<file path="config.mk">
export PLATFORM = sky130hd
export DESIGN_NAME = issue_exe_stage
export DESIGN_NICKNAME = d
export VERILOG_FILES = /design/src/rtl/issue_exe_stage_pkg.sv /design/src/rtl/issue_exe_stage_steer.sv /design/src/rtl/issue_exe_stage.sv
export SDC_FILE = /design/constraint.sdc
export NUM_CORES = 2
export LEC_CHECK = 0
export CAP_MARGIN = 40
export CORE_AREA = 2 2 404 406
export DETAILED_ROUTE_END_ITERATION = 8
export DIE_AREA = 0 0 406 408
export GPL_ROUTABILITY_DRIVEN = 0
export PLACE_DENSITY = 0.6
export SYNTH_ARGS = -nofsm -noshare
export SYNTH_HDL_FRONTEND = slang
export SYNTH_SLANG_ARGS = --single-unit
export TNS_END_PERCENT = 1
</file>
<file path="constraint.sdc">
create_clock -name clk -period 4.5 [get_ports clk]
set_input_delay 0.675 -clock clk [delete_from_list [all_inputs] [get_ports clk]]
set_output_delay 0.675 -clock clk [all_outputs]
set_load 0.01 [all_outputs]
</file>
<file path="src/rtl/issue_exe_stage_pkg.sv">
// Shared types and width helpers for the N-lane issue->EXE stage.
package issue_exe_stage_pkg;

  typedef enum logic {
    IDLE  = 1'b0,
    SPLIT = 1'b1
  } state_t;

  // Width needed to hold a cut index in 0..lanes (lanes means "no cut").
  function automatic int cut_width(input int lanes);
    return $clog2(lanes + 1);
  endfunction

endpackage

</file>
<file path="src/rtl/issue_exe_stage_steer.sv">
// Combinational lane steering: finds the second-special cut and maps the
// issued slots onto lanes, with the special slot forced to SPECIAL_LANE.
module issue_lane_steer
  import issue_exe_stage_pkg::*;
#(
  parameter int LANES        = 2,
  parameter int SPECIAL_LANE = LANES - 1,
  parameter int SEQ_W        = $clog2(LANES),
  parameter int CUT_W        = cut_width(LANES)
) (
  input  logic [LANES-1:0]       valid,
  input  logic [LANES-1:0]       special,
  output logic [CUT_W-1:0]       cut,
  output logic [LANES-1:0]       lane_valid,
  output logic [LANES*SEQ_W-1:0] lane_src,
  output logic [LANES*SEQ_W-1:0] lane_seq
);

  always_comb begin
    int   nspec;
    int   p;
    int   s;
    logic has_spec;
    nspec      = 0;
    p          = 0;
    s          = 0;
    has_spec   = 1'b0;
    cut        = CUT_W'(LANES);
    lane_valid = '0;
    lane_src   = '0;
    lane_seq   = '0;

    for (int i = 0; i < LANES; i++) begin
      if (valid[i] && special[i]) begin
        nspec++;
        if (nspec == 2) cut = CUT_W'(i);
      end
    end

    for (int i = 0; i < LANES; i++) begin
      if (valid[i] && special[i] && (i < int'(cut))) has_spec = 1'b1;
    end

    // Non-special slots only skip the special lane when it is actually taken.
    for (int i = 0; i < LANES; i++) begin
      if (valid[i] && (i < int'(cut))) begin
        if (special[i]) begin
          lane_valid[SPECIAL_LANE]                 = 1'b1;
          lane_src[SPECIAL_LANE*SEQ_W +: SEQ_W]    = SEQ_W'(i);
          lane_seq[SPECIAL_LANE*SEQ_W +: SEQ_W]    = SEQ_W'(s);
        end else begin
          if (has_spec && (p == SPECIAL_LANE)) p++;
          if (p < LANES) begin
            lane_valid[p]              = 1'b1;
            lane_src[p*SEQ_W +: SEQ_W] = SEQ_W'(i);
            lane_seq[p*SEQ_W +: SEQ_W] = SEQ_W'(s);
          end
          p++;
        end
        s++;
      end
    end
  end

endmodule

</file>
<file path="src/rtl/issue_exe_stage.sv">
// N-lane issue->EXE pipeline register with special-lane steering, group
// splitting on multiple specials, stall hold and deferred flush.
module issue_exe_stage
  import issue_exe_stage_pkg::*;
#(
  parameter int LANES        = 2,
  parameter int PAYLOAD_W    = 256,
  parameter int SPECIAL_LANE = LANES - 1,
  parameter int SEQ_W        = $clog2(LANES)
) (
  input  logic                         clk,
  input  logic                         rstn,
  input  logic [LANES-1:0]             in_valid,
  input  logic [LANES-1:0]             in_special,
  input  logic [LANES*PAYLOAD_W-1:0]   in_payload,
  output logic                         in_ready,
  input  logic                         stall,
  input  logic                         flush,
  output logic [LANES-1:0]             ex_valid,
  output logic [LANES*PAYLOAD_W-1:0]   ex_payload,
  output logic [LANES*SEQ_W-1:0]       ex_seq,
  output logic                         ex_split
);

  localparam int CUT_W = cut_width(LANES);

  state_t                       state;
  logic                         flush_pend;
  logic [LANES-1:0]             hold_valid;
  logic [LANES-1:0]             hold_special;
  logic [LANES*PAYLOAD_W-1:0]   hold_payload;

  logic [LANES-1:0]             src_valid;
  logic [LANES-1:0]             src_special;
  logic [LANES*PAYLOAD_W-1:0]   src_payload;
  logic [CUT_W-1:0]             cut;
  logic [LANES-1:0]             lane_valid;
  logic [LANES*SEQ_W-1:0]       lane_src;
  logic [LANES*SEQ_W-1:0]       lane_seq;
  logic [LANES*PAYLOAD_W-1:0]   lane_payload;
  logic [LANES-1:0]             rem_mask;

  assign in_ready = (state == IDLE) & ~stall & ~flush & ~flush_pend;

  // While splitting, the hold buffer replaces the inputs as steering source.
  assign src_valid   = (state == SPLIT) ? hold_valid   : in_valid;
  assign src_special = (state == SPLIT) ? hold_special : in_special;
  assign src_payload = (state == SPLIT) ? hold_payload : in_payload;

  issue_lane_steer #(
    .LANES        (LANES),
    .SPECIAL_LANE (SPECIAL_LANE),
    .SEQ_W        (SEQ_W),
    .CUT_W        (CUT_W)
  ) u_steer (
    .valid      (src_valid),
    .special    (src_special),
    .cut        (cut),
    .lane_valid (lane_valid),
    .lane_src   (lane_src),
    .lane_seq   (lane_seq)
  );

  always_comb begin
    lane_payload = '0;
    rem_mask     = '0;
    for (int l = 0; l < LANES; l++) begin
      int idx;
      idx = int'(lane_src[l*SEQ_W +: SEQ_W]);
      if (lane_valid[l]) lane_payload[l*PAYLOAD_W +: PAYLOAD_W] = src_payload[idx*PAYLOAD_W +: PAYLOAD_W];
      rem_mask[l] = src_valid[l] & (l >= int'(cut));
    end
  end

  // EX output registers, FSM and hold buffer
  always_ff @(posedge clk or negedge rstn) begin
    if (!rstn) begin
      state        <= IDLE;
      flush_pend   <= 1'b0;
      hold_valid   <= '0;
      hold_special <= '0;
      hold_payload <= '0;
      ex_valid     <= '0;
      ex_payload   <= '0;
      ex_seq       <= '0;
      ex_split     <= 1'b0;
    end else if (stall) begin
      // EX keeps its packet; a flush here only kills the pending remainder.
      if (flush) begin
        state        <= IDLE;
        flush_pend   <= 1'b1;
        hold_valid   <= '0;
        hold_special <= '0;
      end
    end else if (flush || flush_pend) begin
      state        <= IDLE;
      flush_pend   <= 1'b0;
      hold_valid   <= '0;
      hold_special <= '0;
      ex_valid     <= '0;
      ex_payload   <= '0;
      ex_seq       <= '0;
      ex_split     <= 1'b0;
    end else begin
      ex_valid   <= lane_valid;
      ex_payload <= lane_payload;
      ex_seq     <= lane_seq;
      ex_split   <= (state == SPLIT);
      if (|rem_mask) begin
        state        <= SPLIT;
        hold_valid   <= rem_mask;
        hold_special <= src_special & rem_mask;
        hold_payload <= src_payload;
      end else begin
        state        <= IDLE;
        hold_valid   <= '0;
        hold_special <= '0;
      end
    end
  end

endmodule
</file>
==> flow_summary.json <==
{
  "ctsHoldBuffers": 0,
  "intPower_mw": 18.46,
  "clkSinkCount": 1035,
  "ant_nets": 0,
  "fin_crit_sh_pct": 75.16,
  "netSwitchingPower_mw": 7.023,
  "cp_max_fo": 34,
  "drc": 0,
  "maxCapViolCount": 0,
  "ys_seq_area_share_pct": 55.20,
  "fmax_mhz": 295.7,
  "ys_types": 27,
  "yosys_warnings": 0,
  "fp.dieArea_um2": 165600,
  "clk_latency_ns": 0.77,
  "p_sw_share_pct": 27.56,
  "portBuffers": 1037,
  "crit_required_ns": 5.12,
  "core-area_um2": 161700,
  "ys.flop_type": "dfrtp_1",
  "clkPwrFrac_pct": 38.7,
  "routedWlPerCell_um": 24.58,
  "slew_headroom_pct": 24.47,
  "track_usage_pct": 21.36,
  "syn-mean-instance-area_um2": 11.01,
  "vias_per_cell": 5.068,
  "start_util_pct": 29.03,
  "top_level_ports": 1038,
  "grt_first_pass_wirelength_um": 265000,
  "cts_tree": "yes",
  "cts_root_buf": "clkbuf_16",
  "layout.nets": 5677,
  "synth-edff-count": 0,
  "syn_to_final_growth_pct": 35.73,
  "synth.cell_area_um2": 46920,
  "critPathKind": "reg -> reg",
  "min-delay-path-class": "in -> async",
  "drtIter0Drc": 2762,
  "setup_viol": 0,
  "cts-buffers-inserted": 117,
  "grt_pass1_vias": 37529,
  "finalHoldViolations": 0,
  "antenna_found_initial": 66,
  "fin_crit_ns": 3.382,
  "postCtsSetupBuffers": 0,
  "clockBufferDepth": 3,
  "worstMarginPinSlew_ns": 1.133,
  "end_kind": "flop",
  "hold_ws_ns": 0.05803,
  "multi_input_area_um2": 19200,
  "grt_overflow": 0,
  "status": "complete, no violations",
  "drive_gt1_share_pct": 5.756,
  "ys_ff_latch": 1035,
  "setup_tns_ns": 0,
  "grt_setup_unrepaired": "false",
  "power.density_nw_per_um2": 400.2,
  "hpwl_um": 128200,
  "p_leak_nw": 26.15,
  "peakVddDrop_uv": 319.1,
  "grt_max_degree": 176,
  "clk_pin_slew_ns": 0.06,
  "slew_viol_final": 0,
  "synth_nets": 4783,
  "cp-start-kind": "flop",
  "syn_inst": 4263,
  "fp.dieH_um": 408,
  "placementRows": 148,
  "arrival_ns": 4.00,
  "dr.pass1.iters": 8,
  "post_cts_resized": 0,
  "final.fill_count": 15552,
  "async_reset_ff_share_pct": 100.0,
  "htreeDepth": 3,
  "pwr-share-comb_pct": 16.3,
  "seq_power_share_pct": 45.0,
  "seqCellArea_um2": 25900,
  "final_core_util_pct": 39.40,
  "skew_ns": 0.08185,
  "drt_wl_total_um": 183000,
  "floorplan.die.width_um": 406,
  "num_vias": 37746
}
==> cell usage after synthesis, types with 2 or more instances <==
cell type | count | area, um2
dfrtp_1 | 1035 | 25900
clkbuf_1 | 90 | 337.8
mux2i_1 | 771 | 7717
and2_1 | 3 | 18.77
a32o_1 | 256 | 2562
nor2_1 | 514 | 1929
o32ai_2 | 2 | 32.53
nor2b_1 | 3 | 18.77
buf_2 | 239 | 1196
a21o_1 | 5 | 37.54
nand2_1 | 516 | 1937
nor3_1 | 3 | 15.01
buf_1 | 2 | 7.510
a21oi_2 | 2 | 17.52
buf_4 | 41 | 307.8
a21oi_1 | 512 | 2562
inv_1 | 3 | 11.26
a22o_1 | 257 | 2251
==> cell type report <==
cell class	count	area share, %
diodes	26	0.1022
clock inverters	35	0.7976
inverters	3	0.01768
flip-flops and latches	1035	40.67
well taps	2175	4.273
clock buffers	174	5.405
repair buffers	1147	18.58
multi-input cells	2853	30.15
==> layer usage <==
| layer | track usage [%] | up-vias | share of wire (%) |
|---|---|---|---|
| li1 | - | 17115 | - |
| met1 | 26.47 | 18992 | 40 |
| met2 | 34.26 | 1273 | 47 |
| met3 | 6.737 | 318 | 8.5 |
| met4 | 8.826 | 48 | 3.8 |
| met5 | 0 | - | 0.19 |
==> worst max-delay path: stages, from the launching register on <==
cell and delay, ns:
dfrtp_4 0.89, mux2i_1 0.77, and2_4 0.65, buf_4 0.50, nand2_1 0.12, a32o_1 0.27
==> sequential cells by signal, indices dropped and copies added, names as in the netlist <==
register	cells
ex_payload	512
ex_seq	2
ex_split	1
ex_valid	2
flush_pend	1
hold_payload	512
hold_special	2
hold_valid	2
state	1
==> power groups by stage <==
stage | sequential (mW) | clock (mW) | combinational [mW]
finish | 11.5 | 9.86 | 4.15
global route | 11.6 | 10.5 | 4.58
CTS | 11.5 | 10.1 | 4.20
detailed placement | 11.6 | 0 | 4.18
global placement | 11.6 | 0 | 4.08
floorplan | 11.6 | 0 | 2.07
==> path summary, 6_finish.rpt <==
kind / start / cells after the start / to / slack, ns
worst max-delay path: state$_DFFE_PN0P_ / 5 / ex_payload[92]$_DFFE_PN0N_ / 1.12
worst min-delay path: rstn / 1 / ex_payload[102]$_DFFE_PN0N_ / 0.06
worst max register to register: state$_DFFE_PN0P_ / 5 / ex_payload[92]$_DFFE_PN0N_ / 1.12
worst min register to register: ex_payload[66]$_DFFE_PN0N_ / 1 / ex_payload[66]$_DFFE_PN0N_ / 0.49
max in group asynchronous: rstn / 2 / ex_payload[198]$_DFFE_PN0N_ / 3.18
min in group clk: stall / 2 / ex_payload[409]$_DFFE_PN0N_ / 0.43
==> per-stage QoR <==
step	instance area [um2]	power (mW)	cells	setup slack [ns]
after floorplan	46920	13.64	4263	2.313
after global placement	59610	15.64	7210	1.003
after detailed placement	59670	15.80	7213	0.9243
after CTS	63620	25.77	7422	1.077
after global routing	63670	26.70	7442	0.9662
final	63690	25.49	7448	1.118
==> placed cells by master (no fill, tap or decap), types with 2 or more instances in the layout <==
master / count
a21o_1: 5
a21oi_1: 512
a21oi_4: 2
a22o_1: 257
a32o_1: 256
and2_1: 2
buf_12: 46
buf_16: 2
buf_4: 62
buf_8: 2
bufinv_16: 8
clkbuf_1: 27
clkbuf_16: 117
clkbuf_8: 30
clkdlybuf4s50_1: 1035
clkinv_16: 4
clkinv_2: 16
dfrtp_1: 1034
diode_2: 26
inv_1: 3
inv_6: 4
mux2i_1: 771
nand2_1: 515
nor2_1: 514
nor2b_1: 3
nor3_1: 2
==> logic make-up after synthesis <==
family | count (synthesis) | share of synthesized area [%]
mux | 771 | 16.45
simple gates | 1043 | 8.413
buf+inv | 375 | 3.965
flops | 1035 | 55.20
compound gates | 1039 | 15.98
No activity file was read; power rests on OpenSTA's default activity.
